--- config.mk ---
export PLATFORM = sky130hd
export DESIGN_NAME = clause_stream_loader
export DESIGN_NICKNAME = d
export VERILOG_FILES = /design/src/rtl/clause_stream_loader_pkg.sv /design/src/rtl/clause_stream_loader_lit_lane_scan.sv /design/src/rtl/clause_stream_loader.sv
export SDC_FILE = /design/constraint.sdc
export NUM_CORES = 1
export LEC_CHECK = 0
export ABC_CLOCK_PERIOD_IN_PS = 6800
export CAP_MARGIN = 20
export CORE_ASPECT_RATIO = 1.4
export CORE_MARGIN = 4
export CORE_UTILIZATION = 50
export CTS_CLUSTER_SIZE = 40
export DETAILED_ROUTE_END_ITERATION = 16
export PLACE_DENSITY_LB_ADDON = 0.1
export SETUP_SLACK_MARGIN = 0.15
export SLEW_MARGIN = 20
export SYNTH_ARGS = -nofsm -noshare
export SYNTH_HDL_FRONTEND = slang
export SYNTH_SLANG_ARGS = --single-unit
--- constraint.sdc ---
create_clock -name clock -period 6.8 [get_ports clock]
set_clock_uncertainty 0.05 [all_clocks]
set_input_delay 1.02 -clock clock [delete_from_list [all_inputs] [get_ports clock]]
set_output_delay 1.02 -clock clock [all_outputs]
set_load 0.02 [all_outputs]
--- src/rtl/clause_stream_loader_pkg.sv ---
// Shared formula/clause/literal types and the loader FSM encoding.
package clause_stream_loader_pkg;

    localparam int unsigned number_literal    = 4;
    localparam int unsigned number_clauses    = 4;
    localparam int unsigned width_litarray    = $clog2(number_literal);
    localparam int unsigned width_clausearray = $clog2(number_clauses);

    typedef struct packed {
        logic [width_litarray:0] num;
        logic                    val;
    } literal_t;

    typedef struct packed {
        literal_t [number_literal-1:0] lits;
        logic [width_litarray:0]       len;
    } clause_t;

    typedef struct packed {
        clause_t [number_clauses-1:0] clauses;
        logic [width_clausearray:0]   len;
    } formula_t;

    localparam formula_t zero_formula = '0;

    typedef enum logic [1:0] {IDLE, SCAN, COMMIT, PUBLISH} loader_state_t;

endpackage

--- src/rtl/clause_stream_loader_lit_lane_scan.sv ---
// Combinational scan of SCAN_LANES literal positions: per-lane literals, counts and slot offsets.
module clause_stream_loader_lit_lane_scan
    import clause_stream_loader_pkg::*;
#(
    parameter int unsigned SCAN_LANES = 1,
    parameter bit          DROP_TAUT  = 1'b1,
    parameter int unsigned LaneCntW   = $clog2(2 * SCAN_LANES + 1)
) (
    input  logic [SCAN_LANES-1:0] pos_i,
    input  logic [SCAN_LANES-1:0] neg_i,
    input  logic [width_litarray:0] base_i,
    output literal_t              lit_a_o   [SCAN_LANES],
    output literal_t              lit_b_o   [SCAN_LANES],
    output logic [1:0]            lit_cnt_o [SCAN_LANES],
    output logic [SCAN_LANES-1:0] lit_vld_o,
    output logic [LaneCntW-1:0]   prefix_o  [SCAN_LANES],
    output logic                  taut_o,
    output logic [LaneCntW-1:0]   total_o
);

    localparam int unsigned LW = width_litarray + 1;

    logic [LaneCntW-1:0] run;

    always_comb begin
        run    = '0;
        taut_o = 1'b0;
        for (int i = 0; i < SCAN_LANES; i++) begin
            lit_a_o[i].num = base_i + LW'(i + 1);
            lit_a_o[i].val = pos_i[i];
            lit_b_o[i].num = base_i + LW'(i + 1);
            lit_b_o[i].val = 1'b0;
            if (pos_i[i] && neg_i[i]) begin
                taut_o       = 1'b1;
                // Kept tautologies emit x then not-x in two consecutive slots.
                lit_cnt_o[i] = DROP_TAUT ? 2'd0 : 2'd2;
            end else begin
                lit_cnt_o[i] = (pos_i[i] || neg_i[i]) ? 2'd1 : 2'd0;
            end
            lit_vld_o[i] = (lit_cnt_o[i] != 2'd0);
            prefix_o[i]  = run;
            run          = run + LaneCntW'(lit_cnt_o[i]);
        end
        total_o = run;
    end

endmodule

--- src/rtl/clause_stream_loader.sv ---
// Valid/ready clause loader: scans each clause beat into the working formula and
// publishes it with a done pulse after the last beat.
module clause_stream_loader
    import clause_stream_loader_pkg::*;
#(
    parameter int unsigned NUM_LIT     = number_literal,
    parameter int unsigned MAX_CLAUSES = number_clauses,
    parameter int unsigned SCAN_LANES  = 1,
    parameter bit          DROP_TAUT   = 1'b1
) (
    input  logic               clock,
    input  logic               reset,
    input  logic               in_valid,
    output logic               in_ready,
    input  logic [NUM_LIT-1:0] in_pos,
    input  logic [NUM_LIT-1:0] in_neg,
    input  logic               in_last,
    output formula_t           formula_res,
    output logic               done,
    output logic               err_taut,
    output logic               err_overflow
);

    localparam int unsigned Chunks   = NUM_LIT / SCAN_LANES;
    localparam int unsigned ChunkW   = (Chunks > 1) ? $clog2(Chunks) : 1;
    localparam int unsigned CntW     = $clog2(2 * NUM_LIT + 1);
    localparam int unsigned LaneCntW = $clog2(2 * SCAN_LANES + 1);
    localparam int unsigned LitCap   = number_literal;
    localparam int unsigned LW       = width_litarray + 1;
    localparam int unsigned KeptW    = width_clausearray + 1;

    loader_state_t      state_q, state_d;
    logic [NUM_LIT-1:0] pos_q, pos_d, neg_q, neg_d;
    logic               last_q, last_d, taut_q, taut_d;
    logic [ChunkW-1:0]  chunk_q, chunk_d;
    clause_t            clause_q, clause_d;
    logic [CntW-1:0]    lit_cnt_q, lit_cnt_d;
    formula_t           work_q, work_d, formula_res_q, formula_res_d;
    logic [KeptW-1:0]   kept_q, kept_d;
    logic               err_taut_w_q, err_taut_w_d, err_ovf_w_q, err_ovf_w_d;
    logic               done_q, done_d, err_taut_q, err_taut_d, err_ovf_q, err_ovf_d;

    logic [SCAN_LANES-1:0] lane_pos, lane_neg, lane_vld;
    literal_t              lane_lit_a [SCAN_LANES];
    literal_t              lane_lit_b [SCAN_LANES];
    logic [1:0]            lane_cnt   [SCAN_LANES];
    logic [LaneCntW-1:0]   lane_pre   [SCAN_LANES];
    logic [LaneCntW-1:0]   lane_total;
    logic                  lane_taut;
    logic [CntW-1:0]       slot;

    assign lane_pos = SCAN_LANES'(pos_q >> (32'(chunk_q) * SCAN_LANES));
    assign lane_neg = SCAN_LANES'(neg_q >> (32'(chunk_q) * SCAN_LANES));

    clause_stream_loader_lit_lane_scan #(
        .SCAN_LANES (SCAN_LANES),
        .DROP_TAUT  (DROP_TAUT),
        .LaneCntW   (LaneCntW)
    ) u_lane_scan (
        .pos_i     (lane_pos),
        .neg_i     (lane_neg),
        .base_i    (LW'(32'(chunk_q) * SCAN_LANES)),
        .lit_a_o   (lane_lit_a),
        .lit_b_o   (lane_lit_b),
        .lit_cnt_o (lane_cnt),
        .lit_vld_o (lane_vld),
        .prefix_o  (lane_pre),
        .taut_o    (lane_taut),
        .total_o   (lane_total)
    );

    always_comb begin
        state_d       = state_q;
        pos_d         = pos_q;
        neg_d         = neg_q;
        last_d        = last_q;
        taut_d        = taut_q;
        chunk_d       = chunk_q;
        clause_d      = clause_q;
        lit_cnt_d     = lit_cnt_q;
        work_d        = work_q;
        kept_d        = kept_q;
        err_taut_w_d  = err_taut_w_q;
        err_ovf_w_d   = err_ovf_w_q;
        formula_res_d = formula_res_q;
        err_taut_d    = err_taut_q;
        err_ovf_d     = err_ovf_q;
        done_d        = 1'b0;
        slot          = '0;
        unique case (state_q)
            IDLE: begin
                if (in_valid) begin
                    pos_d     = in_pos;
                    neg_d     = in_neg;
                    last_d    = in_last;
                    taut_d    = 1'b0;
                    chunk_d   = '0;
                    clause_d  = '0;
                    lit_cnt_d = '0;
                    state_d   = SCAN;
                end
            end
            SCAN: begin
                for (int i = 0; i < SCAN_LANES; i++) begin
                    // Slots past the clause capacity are silently discarded.
                    slot = lit_cnt_q + CntW'(lane_pre[i]);
                    if (lane_vld[i] && slot < CntW'(LitCap)) begin
                        clause_d.lits[slot[width_litarray-1:0]] = lane_lit_a[i];
                    end
                    slot = slot + 1'b1;
                    if (lane_cnt[i] == 2'd2 && slot < CntW'(LitCap)) begin
                        clause_d.lits[slot[width_litarray-1:0]] = lane_lit_b[i];
                    end
                end
                lit_cnt_d = lit_cnt_q + CntW'(lane_total);
                taut_d    = taut_q | lane_taut;
                chunk_d   = chunk_q + 1'b1;
                if (chunk_q == ChunkW'(Chunks - 1)) begin
                    state_d = COMMIT;
                end
            end
            COMMIT: begin
                err_taut_w_d = err_taut_w_q | taut_q;
                if (lit_cnt_q != '0 && !(taut_q && DROP_TAUT)) begin
                    if (kept_q < KeptW'(MAX_CLAUSES)) begin
                        work_d.clauses[kept_q[width_clausearray-1:0]].lits = clause_q.lits;
                        work_d.clauses[kept_q[width_clausearray-1:0]].len =
                            (lit_cnt_q > CntW'(LitCap)) ? LW'(LitCap) : LW'(lit_cnt_q);
                        kept_d = kept_q + 1'b1;
                    end else begin
                        err_ovf_w_d = 1'b1;
                    end
                end
                state_d = last_q ? PUBLISH : IDLE;
            end
            PUBLISH: begin
                formula_res_d     = work_q;
                formula_res_d.len = kept_q;
                err_taut_d        = err_taut_w_q;
                err_ovf_d         = err_ovf_w_q;
                done_d            = 1'b1;
                work_d            = '0;
                kept_d            = '0;
                err_taut_w_d      = 1'b0;
                err_ovf_w_d       = 1'b0;
                state_d           = IDLE;
            end
            default: state_d = IDLE;
        endcase
    end

    always_ff @(posedge clock or posedge reset) begin
        if (reset) begin
            state_q       <= IDLE;
            pos_q         <= '0;
            neg_q         <= '0;
            last_q        <= 1'b0;
            taut_q        <= 1'b0;
            chunk_q       <= '0;
            clause_q      <= '0;
            lit_cnt_q     <= '0;
            work_q        <= zero_formula;
            kept_q        <= '0;
            err_taut_w_q  <= 1'b0;
            err_ovf_w_q   <= 1'b0;
            formula_res_q <= zero_formula;
            err_taut_q    <= 1'b0;
            err_ovf_q     <= 1'b0;
            done_q        <= 1'b0;
        end else begin
            state_q       <= state_d;
            pos_q         <= pos_d;
            neg_q         <= neg_d;
            last_q        <= last_d;
            taut_q        <= taut_d;
            chunk_q       <= chunk_d;
            clause_q      <= clause_d;
            lit_cnt_q     <= lit_cnt_d;
            work_q        <= work_d;
            kept_q        <= kept_d;
            err_taut_w_q  <= err_taut_w_d;
            err_ovf_w_q   <= err_ovf_w_d;
            formula_res_q <= formula_res_d;
            err_taut_q    <= err_taut_d;
            err_ovf_q     <= err_ovf_d;
            done_q        <= done_d;
        end
    end

    assign in_ready     = (state_q == IDLE);
    assign formula_res  = formula_res_q;
    assign done         = done_q;
    assign err_taut     = err_taut_q;
    assign err_overflow = err_ovf_q;

endmodule

* Word level (Yosys, flattened, before mapping) *
Cells that the tools add are included.

word-level totals
  register bits after elaboration = 197

cells by class
  bitwise gates (word level) = 2
  muxes and demuxes = 42
  eq/ne operators = 10
  add/subtract/negate cells = 5
  order comparisons = 10
  shifts and indexed selects = 2
  reductions and logical operators = 19

operators with widths
  cell                  number
  $bwmux W76            2
  $mux W76              2
  $pmux W76 S2          1
  $demux W19 S2         2
  $mux W16              3
  $mux W19              2
  $bwmux W16            2
  $pmux W16 S2          1
  $demux W4 S2          2
  $mux W3               4
  $mux W4               3
  $mux W2               5
  $ne A2 B2 Y1 const B  5
  $lt A2 B3 Y1 const B  3
  $eq A2 B2 Y1 const B  4
  $lt A4 B3 Y1 const B  2
  $pmux W2 S4           1
  $pmux W4 S2           1
  $shr A4 B2 Y1         2
  $logic_and A1 B1 Y1   7
  $ge A2 B1 Y1 const B  3
  $mux W1               6
  $pmux W1 S2           3
  $pmux W3 S2           1
  17 further kinds      23

* Depth between registers and ports, before layout *
  word-level depth = 11
  gate-level depth with buffers = 9

* By module *
Synthesis repeated with hierarchy kept, for this count alone.

second synthesis, totals
  cell total of the unflattened synthesis = 610
  area total of the unflattened synthesis = 8202.9 sq um

modules (own cells, without submodules)
  module                              sequential area each (sq um)  times used  area each (sq um)  cells each
  clause_stream_loader                4929.7                        1           8079.0             594
  clause_stream_loader_lit_lane_scan  0.0                           1           123.9              16

* Least setup slack after synthesis *
No wires, ideal clock.

  path type = reg-to-reg
  from = register chunk_q[0]
  to = register clause_q[4] in the netlist's numbering
  data required time = 6654 ps
  stages on the path, launching flop included = 8
  buffers on the path = 2
  clock period less this slack = 2589 ps
  setup slack = 4211 ps
  arrival time = 2444 ps
  cell sequence = dfrtp_1 > clkbuf_1 > mux4_2 > ha_1 > or3b_2 > or2_0 > clkbuf_1 > o31ai_1

on the way
  longest elaborated chain between the ends = 11
  elaborated cells on any way between the ends = 17
  those cells by class = 1 x add/sub; 1 x eq/ne; 2 x shift; 8 x mux; 5 x reduce/logical

ends and longest elaborated chain
  what                                     line                                                    RTL
  start: declaration                       clause_stream_loader.sv:35                              logic [ChunkW-1:0] chunk_q, chunk_d;
  start signal: assignment                 clause_stream_loader.sv:176                             chunk_q <= chunk_d;
  $shr A4 B2 Y1, on equally long branches  clause_stream_loader.sv:52, clause_stream_loader.sv:53
  $logic_or A1 B1 Y1                       clause_stream_loader_lit_lane_scan.sv:38                lit_cnt_o[i] = (pos_i[i] || neg_i[i]) ? 2'd1 : 2'd0;
  $mux W1                                  clause_stream_loader_lit_lane_scan.sv:38
  $mux W2                                  clause_stream_loader_lit_lane_scan.sv:33                if (pos_i[i] && neg_i[i]) begin
  $reduce_bool A2 Y1                       clause_stream_loader_lit_lane_scan.sv:40                lit_vld_o[i] = (lit_cnt_o[i] != 2'd0);
  $logic_and A1 B1 Y1                      clause_stream_loader.sv:107                             if (lane_vld[i] && slot < CntW'(LitCap)) begin
  $mux W16                                 clause_stream_loader.sv:107
  $mux W16                                 clause_stream_loader.sv:90                              unique case (state_q)
  $bwmux W16                               clause_stream_loader.sv:112                             clause_d.lits[slot[width_litarray-1:0]] = lane_lit_b[i];
  $mux W16 *                               clause_stream_loader.sv:111                             if (lane_cnt[i] == 2'd2 && slot < CntW'(LitCap)) begin
  $pmux W16 S2 *                           clause_stream_loader.sv:90
  end signal: assignment                   clause_stream_loader.sv:177                             clause_q <= clause_d;
  end: declaration                         clause_stream_loader.sv:36                              clause_t clause_q, clause_d;

Every way passes the cells marked *; elsewhere a longest branch is shown, timed or not. The select of a mux whose other input is x is not followed.
A chain may end at the register's enable or synchronous reset.

* Worst setup path after layout *
  from = register state_q[0]
  to = output in_ready

on the way
  longest elaborated chain between the ends = 1

ends and longest elaborated chain
  what                      line                         RTL
  start: declaration        clause_stream_loader.sv:32   loader_state_t state_q, state_d;
  start signal: assignment  clause_stream_loader.sv:171  state_q <= state_d;
  $logic_not A2 Y1          clause_stream_loader.sv:190  assign in_ready = (state_q == IDLE);
  end: declaration          clause_stream_loader.sv:14   output logic in_ready,

Every way passes these cells.

==> flow_metrics.py <==
metrics = {
    "run_status": {
        "status": "complete, no violations",
    },
    "clock_tree": {
        "cts_buffer_depth": 2,
        "post_cts_resized": 0,
        "clock_sinks": 197,
        "clk_pin_slew_worst_paths_ps": 70,
        "cts_buffers": 17,
        "clk_latency_ps": 430,
        "postCtsSetupBuffers": 0,
        "ctsRootBufferMaster": "clkbuf_16",
        "hold_buffers": 0,
        "htreeDepth": 4,
        "cts_tree": "done",
    },
    "synthesis": {
        "synth_top_cell_by_area": "dfrtp_1",
        "syn_area_per_cell_um2": 11.3,
        "yosysMostFrequentCell": "nand2_1",
        "yosysWarnings": 0,
        "synth_area_leaders": "dfrtp_1 (64%), nand2_1 (13%), a22o_1 (9.2%)",
        "synth_top_area_share_pct": 63.7,
        "synth_nets": 703,
        "ys.flop_type": "dfrtp_1",
        "synth_common_cells": "nand2_1 (258), dfrtp_1 (197), a22o_1 (81)",
        "synthCells": 683,
        "async_flop_share_pct": 100,
        "synth_area_um2": 7740,
        "synth_edf_count": 0,
        "ys_seq_elements": 197,
        "ys_seq_area_share_pct": 63.7,
        "synthDistinctLibCells": 40,
    },
    "cells_and_area": {
        "fill_cells": 1279,
        "drive_gt1_share_pct": 9.06,
        "syn_to_final_growth_pct": 20.9,
        "multi_input_area_um2": 2580,
        "antennaDiodeCount": 0,
        "nNetsFinal": 780,
        "fin_cells": 965,
        "seq_area_um2": 4930,
    },
    "timing": {
        "max_slew_margin_pct": 37.8,
        "final_max_slew_viol_count": 0,
        "fmax_mhz": 354,
        "tightest_slew_ps": 932,
        "finalCriticalPeriod_ps": 2830,
        "hold_ws_ps": 423,
        "tns_ps": 0,
        "setup_viol": 0,
        "post-route-period-util_pct": 41.6,
        "rsz0062_at_grt": "false",
        "hold_viol_final": 0,
    },
    "power": {
        "pwr-share-clk_pct": 25.1,
        "p_sw_mw": 1.44,
        "intPower_mw": 2.48,
        "combPwrFrac_pct": 31.4,
        "vdd_ir_drop_max_uv": 194,
        "swShare_pct": 36.8,
        "seq_power_share_pct": 43.5,
        "power.density_nw_per_um2": 419,
        "p_leak_nw": 4.71,
    },
    "global_route": {
        "grt_overflow": 0,
        "antenna_found_initial": 0,
        "grt_pass1_vias": 5354,
        "grt_max_degree": 139,
        "track_usage_pct": 20.8,
        "grt_pass1_wl_mm": 28.8,
    },
    "worst_setup_path": {
        "worstPathRequired_ps": 5730,
        "cp_data_arrival_time_ps": 1760,
        "critical_path.cell_chain": "nor2_1 > clkdlybuf4s50_1",
        "startpoint_type": "flop",
        "critPathTopFamily": "buffers and inverters",
        "crit_type": "flop to output pin",
        "critPathCaptureType": "output pin",
        "critPathSlowestCell": "clkdlybuf4s50_1",
        "critPathMaxFanout": 15,
        "path_buf_inv": 1,
        "max_stage_delay_ps": 620,
    },
    "min_path": {
        "hold_class": "flop to flop",
    },
    "floorplanning": {
        "rows": 53,
        "die-area_um2": 17600,
        "core_um2": 15100,
        "fp.dieH_um": 155,
        "initial_core_util_pct": 51.2,
        "io-pin-count": 95,
        "die_x_um": 113,
    },
    "placement": {
        "place.gp.congestion": 0.806,
        "io_buffers": 94,
        "place.detailed.hpwl_mm": 11.6,
        "dp_cells": 933,
    },
    "job": {
        "max_cap_violations": 0,
    },
    "drt": {
        "vias": 5316,
        "first_pass_iters": 5,
        "wire_per_inst_um": 17.9,
        "ant_nets": 0,
        "first_iter_violations": 391,
        "vias_per_cell": 5.51,
        "routed_wl_mm": 17.3,
        "route.detailed.drc": 0,
    },
}
[placed cells by master, fill, tap and decap left out, types with 2 or more instances in the layout]
cell and n:
a21oi_1 3, a22o_1 81, a31oi_4 3, and2_1 2
buf_4 7, clkbuf_16 17, clkdlybuf4s50_1 94, clkinv_4 3
clkinvlp_4 3, dfrtp_1 197, ha_1 8, inv_1 7
inv_6 4, inv_8 3, mux2_2 13, mux2i_1 18
nand2_1 257, nand4_1 2, nand4b_1 2, nor2_1 8
nor2b_1 6, nor3b_2 3, o21ai_0 5, o311ai_0 2
or3b_2 2
[metal layers]
metal / up-vias / global-route usage [%] / wire [µm]
met1: 2717 / 27.0 / 7480
li1: 2449 / - / -
met4: 0 / 6.47 / 342
met5: - / 0 / 0
met3: 23 / 4.71 / 761
met2: 127 / 34.8 / 8700
[through the flow]
step | total power [mW] | worst slack, ps | utilization, % | instance area, µm²
2_1_floorplan | 2.49 | 361 | - | 7740
3_3_place_gp | 2.92 | 3740 | 58.1 | 8780
3_5_place_dp | 2.97 | 3680 | 58.1 | 8780
4_1_cts | 3.95 | 3960 | 61.9 | 9360
5_1_grt | 4.14 | 3880 | 61.9 | 9360
6_report | 3.92 | 3970 | 61.9 | 9360
[logic make-up after synthesis]
family | after synthesis | share of synthesized area (%)
simple gates | 295 | 15.9
flops | 197 | 63.7
compound gates | 99 | 11.5
buf+inv | 52 | 3.15
mux | 32 | 4.51
fa+ha+maj | 8 | 1.29
[flip-flops by register name (all words and copies together) (netlist names), 2 cells and up]
register	count
lit_cnt_q	4
pos_q	4
neg_q	4
kept_q	3
work_q	76
clause_q	16
formula_res	79
state_q	2
chunk_q	2
[final cells by class]
cell class	instances	share of cell area, %
Inverter	9	0.441
Clock buffer	18	4.69
Multi-Input combinational cell	434	27.5
Timing Repair Buffer	101	10.6
Tap cell	192	2.57
Sequential cell	197	52.7
Clock inverter	14	1.51
[worst reg2reg max path: cells and delay by family (launching register included)]
kind / cells / cell delay [ps]
multiplexers: 1 / 560
AO/OA/AOI/OAI: 1 / 260
AND/OR/NAND/NOR: 2 / 800
adder cells (fa/ha/maj): 1 / 340
flip-flops: 1 / 580
[path summary, 6_finish.rpt]
path | start | to | slack, ps | cells after the start
min | formula_res[55] | formula_res[55] | 420 | 2
max | state_q[0] | in_ready | 3970 | 2
max in group asynchronous | reset | formula_res[29] | 4190 | 3
min reg2reg | formula_res[55] | formula_res[55] | 420 | 2
max reg2reg | chunk_q[0] | clause_q[4] | 4110 | 5
min in group asynchronous | reset | formula_res[18] | 1150 | 2
[power groups by stage]
stage	combinational [mW]	sequential [mW]	clock [mW]
after CTS	1.25	1.70	0.995
final	1.23	1.70	0.985
after floorplan	0.763	1.73	0
after global placement	1.21	1.71	0
after detailed placement	1.24	1.73	0
after global routing	1.35	1.74	1.05
(Power assumes the default switching activity.)
